`src/rtl/sel_mux_pkg.sv`:
```
// sel_mux_pkg: shared types for the sel_mux_rr channel selector.
//   mode_e : selection mode, MODE_MANUAL (select register) or MODE_RR
//            (round-robin scan of requesting channels).
package sel_mux_pkg;

  typedef enum logic {
    MODE_MANUAL = 1'b0,
    MODE_RR     = 1'b1
  } mode_e;

endpackage : sel_mux_pkg

```
`src/rtl/sel_mux_rr_pick.sv`:
```
// rr_pick: combinational round-robin picker.
//   req     : per-channel request vector
//   last    : index of the most recently granted channel
//   gnt_idx : first requesting channel at or after last+1 (wrapping modulo
//             CHANNELS); 0 when nothing requests
//   gnt_any : at least one channel requests
module rr_pick #(
  parameter int CHANNELS = 16,
  parameter int SEL_W    = $clog2(CHANNELS)
) (
  input  logic [CHANNELS-1:0] req,
  input  logic [SEL_W-1:0]    last,
  output logic [SEL_W-1:0]    gnt_idx,
  output logic                gnt_any
);

  // Offsets 1..CHANNELS from last; the final offset revisits last itself, so
  // a lone requester is still granted on consecutive cycles.
  always_comb begin
    int unsigned idx;
    gnt_idx = '0;
    gnt_any = 1'b0;
    idx     = 0;
    for (int unsigned k = 1; k <= CHANNELS; k++) begin
      idx = int'(unsigned'(last)) + k;
      if (idx >= CHANNELS) idx = idx - CHANNELS;
      if (!gnt_any && req[idx]) begin
        gnt_any = 1'b1;
        gnt_idx = SEL_W'(idx);
      end
    end
  end

endmodule : rr_pick

```
`src/rtl/sel_mux_rr.sv`:
```
// sel_mux_rr: registered N:1 channel selector with a one-deep valid/ready
// output stage and manual or round-robin channel selection.
//   clk, rst_n          : clock (rising edge), asynchronous active-low reset
//   ch_data, ch_valid   : packed per-channel data / requests
//   ch_ready            : per-channel accept strobe (one-hot or zero)
//   mode                : 0 manual (select register), 1 round-robin
//   sel_in, sel_load    : manual select value and its load strobe
//   sel_err, err_clr    : sticky out-of-range select flag and its clear
//   out_data, out_ch    : held word and the channel it came from
//   out_valid, out_ready: output handshake
module sel_mux_rr
  import sel_mux_pkg::*;
#(
  parameter int WIDTH    = 8,
  parameter int CHANNELS = 16,
  parameter int SEL_W    = $clog2(CHANNELS)
) (
  input  logic                      clk,
  input  logic                      rst_n,
  input  logic [CHANNELS*WIDTH-1:0] ch_data,
  input  logic [CHANNELS-1:0]       ch_valid,
  output logic [CHANNELS-1:0]       ch_ready,
  input  logic                      mode,
  input  logic [SEL_W-1:0]          sel_in,
  input  logic                      sel_load,
  output logic                      sel_err,
  input  logic                      err_clr,
  output logic [WIDTH-1:0]          out_data,
  output logic [SEL_W-1:0]          out_ch,
  output logic                      out_valid,
  input  logic                      out_ready
);

  localparam logic [SEL_W:0]   CH_LIM  = (SEL_W + 1)'(CHANNELS);
  localparam logic [SEL_W-1:0] LAST_CH = SEL_W'(CHANNELS - 1);

  mode_e            mode_s;
  logic [SEL_W-1:0] sel_q;
  logic [SEL_W-1:0] last_q;
  logic [SEL_W-1:0] rr_idx;
  logic             rr_any;
  logic [SEL_W-1:0] chosen;
  logic             chosen_valid;
  logic             slot_free;
  logic             accept;
  logic [WIDTH-1:0] pick_data;
  logic             sel_bad;

  assign mode_s = mode_e'(mode);

  rr_pick #(
    .CHANNELS (CHANNELS),
    .SEL_W    (SEL_W)
  ) u_rr_pick (
    .req     (ch_valid),
    .last    (last_q),
    .gnt_idx (rr_idx),
    .gnt_any (rr_any)
  );

  always_comb begin
    chosen       = sel_q;
    chosen_valid = ch_valid[sel_q];
    if (mode_s == MODE_RR) begin
      chosen       = rr_idx;
      chosen_valid = rr_any;
    end
  end

  assign slot_free = !out_valid || out_ready;
  // rst_n gating keeps every strobe low for the whole reset interval.
  assign accept    = rst_n && slot_free && chosen_valid;
  assign sel_bad   = sel_load && ({1'b0, sel_in} >= CH_LIM);

  always_comb begin
    ch_ready  = '0;
    pick_data = '0;
    for (int unsigned i = 0; i < CHANNELS; i++) begin
      if (chosen == SEL_W'(i)) begin
        ch_ready[i] = accept;
        pick_data   = ch_data[i*WIDTH +: WIDTH];
      end
    end
  end

  always_ff @(posedge clk or negedge rst_n) begin
    if (!rst_n) begin
      out_valid <= 1'b0;
      out_data  <= '0;
      out_ch    <= '0;
    end else if (accept) begin
      out_valid <= 1'b1;
      out_data  <= pick_data;
      out_ch    <= chosen;
    end else if (slot_free) begin
      out_valid <= 1'b0;
    end
  end

  // last_q starts at the top channel so the first scan begins at channel 0.
  always_ff @(posedge clk or negedge rst_n) begin
    if (!rst_n) begin
      last_q <= LAST_CH;
    end else if (accept && mode_s == MODE_RR) begin
      last_q <= chosen;
    end
  end

  always_ff @(posedge clk or negedge rst_n) begin
    if (!rst_n) begin
      sel_q   <= '0;
      sel_err <= 1'b0;
    end else begin
      if (sel_load && !sel_bad) sel_q <= sel_in;
      if (sel_bad)              sel_err <= 1'b1;
      else if (err_clr)         sel_err <= 1'b0;
    end
  end

endmodule : sel_mux_rr

```
`config.mk`:
```
export PLATFORM = sky130hd
export DESIGN_NAME = sel_mux_rr
export DESIGN_NICKNAME = d
export VERILOG_FILES = /design/src/rtl/sel_mux_pkg.sv /design/src/rtl/sel_mux_rr_pick.sv /design/src/rtl/sel_mux_rr.sv
export SDC_FILE = /design/constraint.sdc
export NUM_CORES = 1
export LEC_CHECK = 0
export CAP_MARGIN = 20
export CORE_ASPECT_RATIO = 0.9
export CORE_UTILIZATION = 47
export CTS_BUF_LIST = sky130_fd_sc_hd__clkbuf_4 sky130_fd_sc_hd__clkbuf_8 sky130_fd_sc_hd__clkbuf_16
export CTS_CLUSTER_SIZE = 10
export DETAILED_ROUTE_END_ITERATION = 7
export PLACE_DENSITY_LB_ADDON = 0.15
export SYNTH_ARGS = -nofsm -noshare
export SYNTH_HDL_FRONTEND = slang
export SYNTH_HIERARCHICAL = 1
export SYNTH_SLANG_ARGS = --single-unit
export TNS_END_PERCENT = 5
```
`constraint.sdc`:
```
create_clock -name clk -period 11.5 [get_ports clk]
set_input_delay 3.45 -clock clk [delete_from_list [all_inputs] [get_ports clk]]
set_output_delay 3.45 -clock clk [all_outputs]
set_load 0.02 [all_outputs]
```
==> results by group, run 1 <==
Yosys
  • Mapped Cells: 656
  • Register bit total from synthesis: 21
  • Yosys warnings: 6
  • Synth Area in XOR/XNOR: 1.78%
  • Syn Nets: 818
  • Compound-cell area share of the yosys netlist: 28.1%
  • Synth Area in Adders: 1.90%
  • Register area share after synthesis: 10.1%
  • Post-synthesis mux area share: 31.7%
  • Post-synthesis cell type count: 81
  • Largest family of logic cells by synthesized area: multiplexers
  • Number of synthesized flops with an enable pin: 0
  • Asr flop ratio synth: 100%
  • Mapped cell area: 0.00526 mm2
  • Simple-gate area share of the yosys netlist: 19.8%
  • Mean area per synthesized cell: 8.02 um2
  • Main flop type after synthesis: dfrtp_1

Critical path
  • Arr. time, crit path: 8.01 ns
  • Critical R2R Launch: last_q[1]$_DFFE_PN1P_
  • Worst Setup SP: ch_valid[15]
  • Worst setup SP type: input pin
  • Worst EP required: 8.05 ns
  • Worst-path fanout max: 8
  • CP endpoint kind: primary output
  • Crit Path Category: in2out

Clocking
  • Root Driver: clkbuf_16
  • CTS Buf Count: 3
  • Reg clk slew, reported paths: 0.06 ns
  • CTS Hold Bufs: 0
  • Worst-Skew Late Latency: 0.26 ns
  • Setup Fix Bufs, Post-CTS: 0
  • Clock Sink Count: 21
  • Htree depth: 1
  • CTS tree: built
  • Clock Tree Buf Depth: 2

Placement
  • Number of port buffers: 181
  • Post-Place Worst Slack: 0.0718 ns
  • Final GP Congestion: 1.02
  • DP HPWL: 17900 um

Global route
  • Grt total ovfl: 0
  • Vias in the first global route: 6099
  • Initial antenna violation count: 0
  • Total GRT Usage: 37.5%
  • Largest net degree at the start of global routing: 51
  • First-pass GRT wire length: 33500 um

Final layout
  • Share of layout cells above drive strength 1: 16.6%
  • Nets: 1011
  • N_diodes: 0
  • P&R area growth vs syn: 43.5%
  • FILL cells: 864
  • FF/Latch Area: 531 um2
  • Area of the multi-input gates: 0.00441 mm2

Status
  • Status: completed

Detailed routing
  • Iteration count of the initial detailed-routing pass: 8
  • Routed WL: 22600 um
  • Post-DRT Antenna Nets: 0
  • WL per Instance: 22.6 um
  • Detail-routed via count per cell: 6.67
  • Vias: 6672
  • # DRC: 0
  • Iter 0 DRT Violations: 768

Floorplanning
  • Chip Width: 114 um
  • Initial core utilization: 48.5%
  • FP Rows: 36
  • Die height: 102 um
  • Die area: 0.0116 mm2
  • Core area: 0.0109 mm2
  • Ports: 184

STA
  • Fin. Hold Viols: 0
  • Slew headroom: 32.5%
  • RSZ-0062 raised after global routing: true
  • Tmin final: 11.46 ns
  • Final period util: 99.7%
  • Setup ws final: 0.0392 ns
  • F_max: 87.3 MHz
  • Final setup fails: 0
  • Slew Limit Fails: 0
  • Layout Skew: 0.00372 ns
  • Worst-Margin Slew: 1.01 ns

Min path
  • Worst Hold Class: reg2reg
  • Worst hold start: out_ch[2]$_DFFE_PN0P_

Flow run
  • Max capacitance violation total: 0
==> cells in the mapped netlist (5+ instances only) <==
cell | number | area (um2)
dfrtp_1 | 17 | 425
ha_1 | 8 | 100
a2bb2oi_1 | 7 | 61.3
buf_2 | 14 | 70.1
nand2b_1 | 13 | 81.3
o211ai_1 | 12 | 90.1
a221oi_1 | 5 | 43.8
mux4_2 | 31 | 698
nor3_1 | 17 | 85.1
a211oi_1 | 6 | 45.0
nand3_1 | 13 | 65.1
buf_6 | 5 | 56.3
o221ai_1 | 7 | 61.3
o32ai_1 | 6 | 52.6
o21ai_0 | 48 | 240
nor2b_1 | 5 | 31.3
a21oi_1 | 37 | 185
o22ai_1 | 27 | 169
a32oi_1 | 8 | 70.1
a31oi_1 | 14 | 87.6
clkbuf_1 | 27 | 101
mux2i_1 | 56 | 561
mux4_1 | 6 | 158
mux2_2 | 19 | 214
nor2_1 | 70 | 263
nand2_1 | 62 | 233
inv_1 | 12 | 45.0
==> layout by cell type, fill, tap and decap left out, types with 13 or more instances in the layout <==
master / synthesis / layout
nor3_1: 17 / 17
a21oi_1: 37 / 37
nand3_1: 13 / 13
o21ai_0: 48 / 48
a31oi_1: 14 / 14
nand2_1: 62 / 61
mux2i_1: 56 / 55
dfrtp_1: 17 / 17
buf_4: 3 / 57
mux4_2: 31 / 31
nand2b_1: 13 / 13
nor2_1: 70 / 70
mux2_2: 19 / 19
o22ai_1: 27 / 27
clkdlybuf4s50_1: 0 / 174
==> logic make-up after synthesis <==
logic type,after synthesis
and+or+nand+nor,215
muxes,115
AOI/OAI and AO/OA,220
xor gates and xnor gates,9
other,1
adders and majority gates,8
DFF,21
buffers and inverters,67
==> metrics by stage <==
stage	instances	TNS, ns	utilization (%)	cell area [um2]	hold slack [ns]
finish	1000	0	69.5	7550	0.496
global route	1000	-0.243	69.5	7550	0.555
CTS	1000	0	69.2	7520	0.501
detailed placement	996	0	68.5	7440	0.485
global placement	996	0	68.5	7440	0.475
floorplan	656	0	-	5260	0.477
==> final timing paths <==
check	cells past startpoint	slack (ns)	end
max in group asynchronous	2	7.62	last_q[1]$_DFFE_PN1P_
setup / recovery	15	0.04	ch_ready[11]
hold reg to reg	2	0.50	out_ch[2]$_DFFE_PN0P_
min in group asynchronous	2	3.59	sel_q[2]$_DFFE_PN0P_
setup reg to reg	18	4.65	out_data[0]$_DFFE_PN0P_
hold / removal	2	0.50	out_ch[2]$_DFFE_PN0P_
==> critical path, stage by stage <==
cell and delay (ns):
clkdlybuf4s50_1 0.56, mux4_1 0.64, mux4_2 0.55, clkinv_4 0.10, nand2_1 0.09, or3_4 0.40, or4_1 0.51, a32oi_1 0.22
a31o_1 0.19, buf_4 0.15, and3_1 0.16, or2_2 0.17, nand2_1 0.08, nor2_1 0.11, clkdlybuf4s50_1 0.62
==> flip-flops by register name (all words and copies together) (netlist names) <==
register   flops
out_data       8
last_q         4
out_ch         4
sel_q          4
out_valid      1
==> timing repair <==
| item | 4_1_cts | 5_1_grt |
|---|---|---|
| hold endpoints to repair | 0 | 0 |
| resized for setup | 0 | 12 |
| endpoints found under the setup margin | 0 | 16 |
==> routing by layer <==
metal | GRT usage, % | vias to the layer above | wire length, um
met2 | 57.4 | 493 | 10100
met1 | 54.7 | 3154 | 9380
met4 | 9.41 | 0 | 576
met3 | 6.52 | 70 | 2560
li1 | - | 2955 | -
met5 | 0 | - | 0
==> area by class of cell <==
type	count	area share [%]
Tap cell	152	2.52
Timing Repair Buffer	239	30.2
Inverter	16	0.862
Clock inverter	1	0.0663
Clock buffer	3	0.995
Sequential cell	21	7.03
Multi-Input combinational cell	568	58.4
Power of run 1 is left out: the tool's default activity adds up to more than one toggle a clock period on the data nets, which glitch-free logic cannot reach.
==> run 2: changes to the inputs <==
- CORE_ASPECT_RATIO: 0.9 -> 0.8
- MAX_ROUTING_LAYER: default -> met4
==> run 2 against run 1 <==
- sequential share of layout area about the same
- non-clock buffer count down 5
- via count fell by 0.34%
- highest routed layer unchanged
==> results by group, run 2 (synthesis results as in run 1) <==
Critical path
  • Worst EP required: 8.05 ns
  • Reg2reg end: out_data[0]$_DFFE_PN0P_
  • Worst setup SP type: input pin
  • Cell count of the worst reg-to-reg path: 19
  • Crit Path Category: in2out
  • Critical R2R Launch: last_q[0]$_DFFE_PN1P_
  • CP endpoint kind: primary output
  • Arr. time, crit path: 7.88 ns
  • Worst Setup SP: ch_valid[15]
  • Reg2reg setup slack: 4.79 ns
  • Worst-path fanout max: 13

Global route
  • First-pass GRT wire length: 34000 um
  • Largest net degree at the start of global routing: 51
  • Total GRT Usage: 38.5%
  • Initial antenna violation count: 1
  • Vias in the first global route: 6215
  • Grt total ovfl: 0

Flow run
  • Max capacitance violation total: 0

Clocking
  • Root Driver: clkbuf_16
  • Reg clk slew, reported paths: 0.06 ns
  • Clock Sink Count: 21
  • CTS tree: built
  • Htree depth: 1
  • CTS Buf Count: 3
  • Clock Tree Buf Depth: 2
  • Worst-Skew Late Latency: 0.27 ns

Final layout
  • Commonest non-fill, non-tap cell in the layout: clkdlybuf4s50_1
  • Share of layout cells above drive strength 1: 16.5%
  • Biggest register: out_data
  • Layout Cells excl Fill: 988
  • P&R area growth vs syn: 43.0%
  • Commonest cells after routing, fill and taps aside: 165 x clkdlybuf4s50_1, 70 x nor2_1, 61 x nand2_1, 54 x mux2i_1, 53 x buf_4
  • Max reg flops: 8
  • Nets: 1006
  • FILL cells: 931

STA
  • RSZ-0062 raised after global routing: false
  • Final setup fails: 0
  • Slew Limit Fails: 0
  • Tmin final: 11.33 ns
  • Slew headroom: 29.6%
  • Fin. Hold Viols: 0
  • F_max: 88.3 MHz
  • Final period util: 98.5%
  • Worst-Margin Slew: 1.05 ns
  • Layout Skew: 0.00332 ns

Floorplanning
  • Core area: 0.0109 mm2
  • FP Rows: 34
  • Die height: 96.6 um
  • Die area: 0.0116 mm2
  • Initial core utilization: 48.3%
  • Chip Width: 120 um
  • Ports: 184

Placement
  • Number of placed instances, taps included: 981
  • Final GP Congestion: 1.03
  • Number of port buffers: 181
  • DP HPWL: 17300 um

Detailed routing
  • Iteration count of the initial detailed-routing pass: 5
  • Iter 0 DRT Violations: 976
  • Post-DRT Antenna Nets: 0
  • WL per Instance: 22.1 um
  • # DRC: 0
  • Routed WL: 21800 um
  • Detail-routed via count per cell: 6.73
  • Vias: 6649

Min path
  • Hold Path End: out_data[6]$_DFFE_PN0P_
  • Worst hold path depth: 2
  • Worst hold start: out_data[6]$_DFFE_PN0P_
  • Worst Hold Class: reg2reg

Status
  • Status: completed
run 2: cell count changes in the layout (fill, tap and decap cells not counted), sizes merged:
cell / before / now
clkdlybuf4s50: 174 / 165
dlymetal6s2s: 7 / 14
buf: 58 / 53
dlygate4sd2: 0 / 2
diode: 0 / 1
run 2: per-layer routing:
metal | global-route usage (%) | vias to the layer above | share of wire (%)
met2 | 53.4 | 442 | 43
met3 | 8.20 | 47 | 12
li1 | - | 2964 | -
met1 | 56.1 | 3196 | 42
met4 | 10.5 | 0 | 2.5
met5 | - | - | 0
run 2: what timing repair did:
| action | in CTS | in global routing |
|---|---|---|
| setup buffers | 2 | 0 |
| resized for setup | 3 | 22 |
| pin swaps | 1 | 1 |
| hold buffers | 0 | 0 |
| endpoints found under the setup margin | 5 | 16 |
| cloned | 0 | 0 |
run 2: layout make-up:
type	count	area [um2]	share of cell area, %
Timing Repair Buffer	234	2240	29.8
Antenna cell	1	2.50	0.0333
Inverter	16	65.1	0.865
Tap cell	144	180	2.40
Clock buffer	3	75.1	0.998
Clock inverter	1	5.00	0.0666
Multi-Input combinational cell	568	4420	58.8
Sequential cell	21	531	7.05
run 2: worst max-delay path by stage:
stage,cells past startpoint,end
global route,14,ch_ready[2]
floorplan,13,ch_ready[5]
CTS,16,ch_ready[3]
global placement,14,ch_ready[3]
detailed placement,14,ch_ready[3]
finish,13,ch_ready[4]
run 2: through the flow:
step	worst slack [ns]	setup TNS, ns	util (%)	instance area (um2)	hold slack (ns)
final	0.171	0	69.0	7520	0.491
after CTS	-0.0165	-0.0165	68.5	7450	0.489
after floorplan	0.764	0	-	5260	0.477
after global routing	0.0242	0	69.0	7520	0.547
after global placement	-0.112	-0.202	67.6	7360	0.475
after detailed placement	-0.140	-0.335	67.6	7360	0.473
run 2: critical path, cell delays in order:
cell	delay [ns]
clkdlybuf4s50_1	0.50
mux4_2	0.56
mux4_2	0.59
nor4_4	0.41
buf_4	0.20
nand2_1	0.08
o32ai_1	0.46
o211ai_1	0.22
buf_4	0.23
o32a_1	0.17
buf_4	0.18
nor3_1	0.17
clkdlybuf4s50_1	0.64
Power of run 2 is left out for the same reason.
==> run 3: changes to the inputs <==
- clock period: 11.5 -> 10.7 ns (I/O delays scaled with it)
==> run 3 against run 2 <==
- global-route usage rose by 2.0 points
- count of clock-buffer cells in the layout did not move
- final area grew 4.4%
- first-iteration DRC count down 11%
- via count up 3.6%
- flip-flop and latch count did not move
- die area did not move
- routed wire length rose by 4.8%
- utilization is 3.0 points higher
- clock skew increased by 0.0016 ns
- final cell count up 4.8%
==> results by group, run 3 (synthesis results as in run 1) <==
Status
  • Status: completed

Final layout
  • Commonest non-fill, non-tap cell in the layout: clkdlybuf4s50_1
  • Final core utilization: 72.1%
  • P&R area growth vs syn: 49.2%
  • Max reg flops: 8
  • Share of layout cells above drive strength 1: 21.4%
  • N_diodes: 0
  • Commonest cells after routing, fill and taps aside: 162 x clkdlybuf4s50_1, 100 x buf_4, 69 x nor2_1, 62 x nand2_1, 53 x mux2i_1
  • Biggest register: out_data
  • Nets: 1054

Detailed routing
  • Post-DRT Antenna Nets: 0
  • # DRC: 0
  • Iteration count of the initial detailed-routing pass: 7
  • Routed WL: 22900 um
  • Iter 0 DRT Violations: 866
  • WL per Instance: 22.1 um
  • Detail-routed via count per cell: 6.66
  • Vias: 6888

STA
  • Worst-Margin Slew: 1.06 ns
  • F_max: 94.6 MHz
  • Layout Skew: 0.00489 ns
  • Fin. Hold Viols: 0
  • Final period util: 98.8%
  • Slew headroom: 28.5%
  • Final setup fails: 0
  • Tmin final: 10.57 ns
  • RSZ-0062 raised after global routing: true
  • Slew Limit Fails: 0

Critical path
  • Reg2reg end: out_data[0]$_DFFE_PN0P_
  • Worst-path fanout max: 9
  • CP endpoint kind: primary output
  • Crit path capture: ch_ready[4]
  • Worst Setup SP: ch_valid[5]
  • Worst EP required: 7.49 ns
  • Reg2reg setup slack: 4.03 ns
  • Cell count of the worst reg-to-reg path: 19
  • Worst setup SP type: input pin
  • Arr. time, crit path: 7.36 ns
  • Critical R2R Launch: last_q[1]$_DFFE_PN1P_
  • Crit Path Category: in2out

Floorplanning
  • Chip Width: 120 um
  • FP Rows: 34
  • Die area: 0.0116 mm2
  • Initial core utilization: 48.3%
  • Ports: 184
  • Die height: 96.6 um
  • Core area: 0.0109 mm2

Clocking
  • Clock Tree Buf Depth: 2
  • Root Driver: clkbuf_16
  • CTS Buf Count: 3
  • Htree depth: 1
  • Clock Sink Count: 21
  • Reg clk slew, reported paths: 0.06 ns
  • Setup Fix Bufs, Post-CTS: 0
  • Worst-Skew Late Latency: 0.27 ns
  • CTS Hold Bufs: 0
  • CTS tree: built

Global route
  • Vias in the first global route: 6512
  • Total GRT Usage: 40.6%
  • Grt total ovfl: 0
  • Initial antenna violation count: 0
  • First-pass GRT wire length: 35700 um
  • Largest net degree at the start of global routing: 49

Placement
  • Final GP Congestion: 1.01
  • DP HPWL: 18600 um
  • Number of port buffers: 181

Min path
  • Worst Hold Class: reg2reg

Flow run
  • Max capacitance violation total: 0
==> run 3: repair_timing <==
| item | CTS | global route |
|---|---|---|
| endpoints found under the hold margin | 0 | 0 |
| gates resized for setup | 18 | 19 |
| setup endpoints to repair | 16 | 14 |
==> run 3: area by class of cell <==
class | instances | area, um2
multi-input cells | 568 | 4420
fillers | 854 | 3040
repair buffers | 282 | 2570
flip-flops and latches | 21 | 531
well taps | 144 | 180
clock buffers | 3 | 75.1
inverters | 16 | 65.1
clock inverters | 1 | 5.00
==> run 3: metrics by stage <==
stage / setup WS [ns] / instances / setup TNS [ns] / hold slack (ns) / instance area [um2]
2_1_floorplan: 0.444 / 656 / 0 / 0.477 / 5260
3_3_place_gp: -0.152 / 1031 / -1.35 / 0.464 / 7740
3_5_place_dp: -0.257 / 1031 / -2.81 / 0.479 / 7740
4_1_cts: -0.0161 / 1035 / -0.0161 / 0.493 / 7810
5_1_grt: -0.00506 / 1035 / -0.00506 / 0.538 / 7850
6_report: 0.131 / 1035 / 0 / 0.486 / 7850
==> run 3: worst min-delay path by stage <==
stage                          startpoint                     to  slack [ns]  depth (start not counted)
finish              out_ch[3]$_DFFE_PN0P_  out_ch[3]$_DFFE_PN0P_        0.49                          2
global route        out_ch[3]$_DFFE_PN0P_  out_ch[3]$_DFFE_PN0P_        0.54                          2
CTS                 out_ch[3]$_DFFE_PN0P_  out_ch[3]$_DFFE_PN0P_        0.49                          2
detailed placement  out_ch[3]$_DFFE_PN0P_  out_ch[3]$_DFFE_PN0P_        0.48                          2
global placement    out_ch[2]$_DFFE_PN0P_  out_ch[2]$_DFFE_PN0P_        0.46                          2
floorplan           last_q[0]$_DFFE_PN1P_  last_q[0]$_DFFE_PN1P_        0.48                          2
==> run 3: critical path, cell delays in order <==
cell and delay [ns]:
clkdlybuf4s50_1 0.49, mux4_2 0.55, mux4_2 0.56, nor4_4 0.28, buf_4 0.18, nand3_4 0.07, or4_1 0.52, a32oi_1 0.24
a31o_1 0.23, buf_6 0.16, nand2b_1 0.12, o32a_1 0.15, buf_4 0.18, nor3_1 0.07, dlygate4sd2_1 0.32
==> run 3: routing by layer <==
metal  routed length (um)  GRT usage, %
met1                 9500          57.7
met2                10100          58.7
met3                 2810          9.14
met4                  476          8.55
met5                    0             -
Power of run 3 is left out for the same reason.
==> RTL edit 1: new RTL, settings of run 1 <==
Add an input register stage for `mode`; this delays it by one clock. The other inputs are not delayed to match.
--- a/src/rtl/sel_mux_rr.sv
+++ b/src/rtl/sel_mux_rr.sv
@@ -36,2 +36,8 @@
 
+  logic mode_q;
+
+  always_ff @(posedge clk) begin
+    mode_q <= mode;
+  end
+
   mode_e            mode_s;
@@ -48,3 +54,3 @@
 
-  assign mode_s = mode_e'(mode);
+  assign mode_s = mode_e'(mode_q);
 
Check against the original RTL: not equivalent (a bounded check fails within 4 cycles, from zero or initial values and one cycle with rst_n low).
==> RTL edit 1 against run 1 <==
Wire length grew 1.0%; setup slack better by 130 ps; synthesized cell count increased by 7.6%; maximum frequency up 1.1%; final cell count rose by 4.1%; register-to-register slack gained 260 ps; final area is 2.8% higher; sequential cell count grew 1; area after synthesis rose by 5.0%; via count is 3.6% higher; global-route usage barely moved.
Power is not shown: default switching activity piles up to over one toggle a cycle in this logic, so the estimate is an artifact.
==> RTL edit 1: results (changes against run 1) <==
| Metric | Value |
|---|---|
| CP max FO | `7 (-1)` |
| Met3 Wirelength | `3000 µm (+17%)` |
| DP HPWL | `18100 µm (+0.99%)` |
| HP Class | `reg2reg` |
| Final GP Congestion | `0.996 (-2.1%)` |
| Initial DRC count | `853 (+11%)` |
| Yosys cell types | `83 (+2.5%)` |
| Clock Tree Buf Depth | `2 (unchanged)` |
| Crit. Startpoint | `ch_valid[5]` |
| Yosys warns | `6 (unchanged)` |
| Clk_lat worst skew | `260 ps (about the same)` |
| Hold Path Depth | `2 (unchanged)` |
| DR top layer | `met4` |
| Critical path's top delay family | `buffers and inverters` |
| Slew HR | `33.0% (+0.51 points)` |
| DR vias | `6910 (+3.6%)` |
| Vias in the first global route | `6357 (+4.2%)` |
| Largest net degree at the start of global routing | `76 (+49%)` |
| Share of flip-flops with an asynchronous set or reset | `95.5% (-4.5 points)` |
| H-tree Lvls | `1 (unchanged)` |
| Synth Net Count | `868 (+6.1%)` |
| Initial antenna violation count | `2 (+2)` |
| Top post-synthesis cells by count | `o21ai_0, nand2_1, nor2_1, a21oi_1, mux2i_1` |
| Detailed-router iteration count before antenna repair | `7 (-1)` |
| Port Buffers | `181 (unchanged)` |
| Synth Flop Type | `dfrtp_1` |
| Largest register by flop count | `out_data` |
| Synth area leaders | `mux4_2, mux2i_1, dfrtp_1` |
| Total global routing track utilization | `37.5% (about the same)` |
| Critical Path AT | `7890 ps (-120 ps)` |
| Share of layout cells above drive strength 1 | `15.2% (-1.5 points)` |
| Seq/Total Area, Yosys | `9.97% (-0.12 points)` |
| Clk Tree Root Cell | `clkbuf_16` |
| Max FFs per register | `8 (unchanged)` |
| CTS buffer count | `3 (unchanged)` |
| WL met2 | `9690 µm (-3.8%)` |
| Global-route wire length before repair | `34900 µm (+4.2%)` |
| Dpl cell area | `0.00754 mm² (+1.4%)` |
| Met1 Wirelength | `9760 µm (+4.1%)` |
| Final nets | `1047 (+3.6%)` |
| Hold_sp | `out_ch[0]` |
| Status | `finished clean` |
| Crit-path slowest cell | `clkdlybuf4s50_1` |
| R2R Path Start | `last_q[0]` |
| Max incr delay on CP | `640 ps (about the same)` |
| Clock Skew | `1.68 ps (-2.04 ps)` |
| Final wirelength | `22800 µm (+1.0%)` |
==> RTL edit 1: changes by cell type after synthesis, sizes merged, moves of 9 or more <==
cell,run 1,this run
buf,24,41
nor3,17,28
nor2,70,61
mux2i,58,48
o21ai,50,71
o211ai,12,21
a22oi,3,25
a21oi,37,57
nand3,14,5
==> RTL edit 1: kinds of logic after synthesis <==
kind of cell | after synthesis | synth area share (%)
AOI/OAI and AO/OA | 291 | 35.3
xor gates and xnor gates | 9 | 1.70
adders and majority gates | 8 | 1.81
buffers and inverters | 79 | 8.11
DFF | 22 | 9.97
muxes | 95 | 25.3
other | 1 | 0.0679
and+or+nand+nor | 201 | 17.8
==> RTL edit 1: final cells by class <==
| cell class | count | area (µm²) |
|---|---|---|
| well taps | 156 | 195 |
| fillers | 997 | 3670 |
| clock buffers | 3 | 75.1 |
| flip-flops and latches | 22 | 552 |
| diodes | 1 | 2.50 |
| clock inverters | 1 | 30.0 |
| inverters | 19 | 76.3 |
| repair buffers | 234 | 2260 |
| multi-input cells | 605 | 4570 |
==> RTL edit 1: metrics by stage <==
step | worst slack, ps | hold WS, ps | std cells
final | 164 | 488 | 1041
after global routing | -2.52 | 506 | 1040
after CTS | 0.811 | 491 | 1038
after detailed placement | -107 | 477 | 1034
after global placement | 17.3 | 464 | 1034
after floorplan | 1050 | 477 | 706
==> RTL edit 1: what timing repair did <==
item	in CTS	in global routing
gates resized for setup	2	22
setup buffers	0	1
cloned	0	0
endpoints found under the setup margin	12	16
hold buffers	0	0
==> RTL edit 1: per-layer routing <==
layer	vias up	track usage (%)
met4	0	6.14
li1	3118	-
met5	-	0
met3	34	10.8
met1	3316	56.2
met2	442	53.4
==> RTL edit 1: path summary, 6_finish.rpt <==
kind                                    end  slack (ps)
worst min register to register    out_ch[0]         490
worst max register to register  out_data[2]        4910
min in group asynchronous          sel_q[3]        3550
worst min-delay path              out_ch[0]         490
worst max-delay path            ch_ready[0]         160
max in group asynchronous         last_q[2]        7650
==> RTL edit 1: worst reg2reg max path, delay by kind of cell, from the launching register on <==
kind / cells / cell delay [ps]
AO/OA/AOI/OAI: 5 / 1120
XOR/XNOR: 1 / 730
adder cells (fa/ha/maj): 1 / 340
buffers and inverters: 2 / 460
flip-flops: 1 / 1170
multiplexers: 2 / 650
AND/OR/NAND/NOR: 7 / 2050
==> RTL edit 2: new RTL, flow settings as in run 1 <==
Without the edit above. Change the parameter `WIDTH` from 8 to 12.
--- a/src/rtl/sel_mux_rr.sv
+++ b/src/rtl/sel_mux_rr.sv
@@ -13,3 +13,3 @@
 #(
-  parameter int WIDTH    = 8,
+  parameter int WIDTH    = 12,
   parameter int CHANNELS = 16,
Ports: changed (resized ch_data and out_data); port bits go from 184 to 252. The function was not compared with the original's and may differ.
==> RTL edit 2 against run 1 <==
Sequential share of layout area down 0.39 points; worst hold slack better by 4.6 ps; wire length up 40%; die area up 24%; highest routed layer unchanged; setup slack worse by 31 ps; critical endpoint is now ch_ready[6]; final area up 26%; area after synthesis up 24%; sequential cell count up 4; largest cell class unchanged.
Power is left out: the tool's default activity adds up to more than one toggle a clock period on the data nets, which glitch-free logic cannot reach.
==> RTL edit 2: results (changes against run 1) <==
| Metric | Value |
|---|---|
| Hold Path Depth | `2 (unchanged)` |
| Total global routing track utilization | `43.0% (+5.5 points)` |
| Initial antenna violation count | `1 (+1)` |
| Least-Margin Pin Slew | `922 ps (-83.0 ps)` |
| R2r worst-path depth | `19 (+1)` |
| Synth Net Count | `1102 (+35%)` |
| Vias/cell | `6.87 (+3.0%)` |
| Initial DRC count | `1377 (+79%)` |
| Max FFs per register | `12 (+4)` |
| DR DRC count | `0 (unchanged)` |
| Seq/Total Area, Yosys | `9.66% (-0.43 points)` |
| Final wirelength | `31700 µm (+40%)` |
| Yosys cell types | `82 (+1.2%)` |
| Global-route wire length before repair | `47200 µm (+41%)` |
| Met3 Wirelength | `4930 µm (+93%)` |
| H-tree Lvls | `1 (unchanged)` |
| Vias in the first global route | `7870 (+29%)` |
| Port Buffers | `249 (+38%)` |
| Status | `finished clean` |
| Grt met1 use | `63.8% (+9.1 points)` |
| Final GP Congestion | `1.00 (-1.7%)` |
| DR WL/cell | `24.6 µm (+8.8%)` |
| Most Crowded Layer GR | `met1` |
| Clock Skew | `5.02 ps (+1.30 ps)` |
| DP HPWL | `24700 µm (+38%)` |
| Largest net degree at the start of global routing | `48 (-5.9%)` |
| Synth area leaders | `mux4_2, dfrtp_1, mux2i_1` |
| WL met2 | `12900 µm (+28%)` |
| Share of layout cells above drive strength 1 | `13.5% (-3.1 points)` |
| Hold_sp | `out_data[11]` |
| Detailed-router iteration count before antenna repair | `7 (-1)` |
| CP max FO | `7 (-1)` |
| Top post-synthesis cells by count | `nor2_1, o21ai_0, a21oi_1, nand2_1, mux2i_1` |
| Clk Tree Root Cell | `clkbuf_16` |
| Hold Path End | `out_data[11]` |
| Routing usage on met3 | `12.1% (+5.5 points)` |
| Worst setup path endpoint | `ch_ready[6]` |
| Critical Path AT | `8040 ps (+30 ps)` |
| Largest register by flop count | `out_data` |
| Met1 Wirelength | `13000 µm (+39%)` |
| GR Util met2 | `60.6% (+3.2 points)` |
| Mean Syn Cell Area | `7.45 µm² (-7.0%)` |
| Crit. Startpoint | `ch_valid[11]` |
| Flop2flop setup slack | `4040 ps (-610 ps)` |
| HP Class | `reg2reg` |
## RTL edit 2: changes by cell type after synthesis, moves of 15 or more
cell / before / now
a21oi_1: 37 / 57
nor2_1: 70 / 100
a22oi_1: 3 / 21
o21ai_0: 48 / 82
nor3_1: 17 / 32
a221oi_1: 5 / 21
## RTL edit 2: what timing repair did
action / CTS / global route
endpoints found under the setup margin: 0 / 16
setup buffers: 0 / 2
resized for setup: 0 / 17
## RTL edit 2: cells by family (layout without fill, tap and decap cells)
logic type                 after synthesis  after routing  share of synthesized area, %
AOI/OAI and AO/OA                      349            349                          35.7
muxes                                   99             99                          22.5
DFF                                     25             25                          9.66
buffers and inverters                  104            350                          7.91
adders and majority gates                8              8                          1.53
xor gates and xnor gates                 9              9                          1.44
other                                    1              2                        0.0574
and+or+nand+nor                        281            281                          21.2
## RTL edit 2: area by class of cell
| type | count | area (µm²) |
|---|---|---|
| multi-input combinational | 747 | 5410 |
| fill | 1163 | 3970 |
| timing repair buffer | 322 | 3060 |
| sequential | 25 | 631 |
| tap | 168 | 210 |
| inverter | 24 | 95.1 |
| clock buffer | 3 | 75.1 |
| clock inverter | 1 | 7.51 |
| antenna | 1 | 2.50 |
## RTL edit 2: through the flow
stage	hold WS, ps	setup WS (ps)	instance area, µm²
after floorplan	477	900	6530
after global placement	463	71.2	9340
after detailed placement	482	65.9	9340
after CTS	498	57.8	9420
after global routing	537	-172	9500
final	501	8.50	9500
## RTL edit 2: critical path, cell delays in order
cell	delay, ps
clkdlybuf4s50_1	480
buf_4	190
mux4_2	540
mux2i_2	250
mux2i_2	180
nor4_4	390
buf_4	190
nand3_4	60
buf_4	180
nor2_1	160
a32oi_1	80
o211ai_1	380
buf_4	210
nand3b_1	90
nand2_1	140
nand2_1	160
nor2_1	230
clkdlybuf4s50_1	650
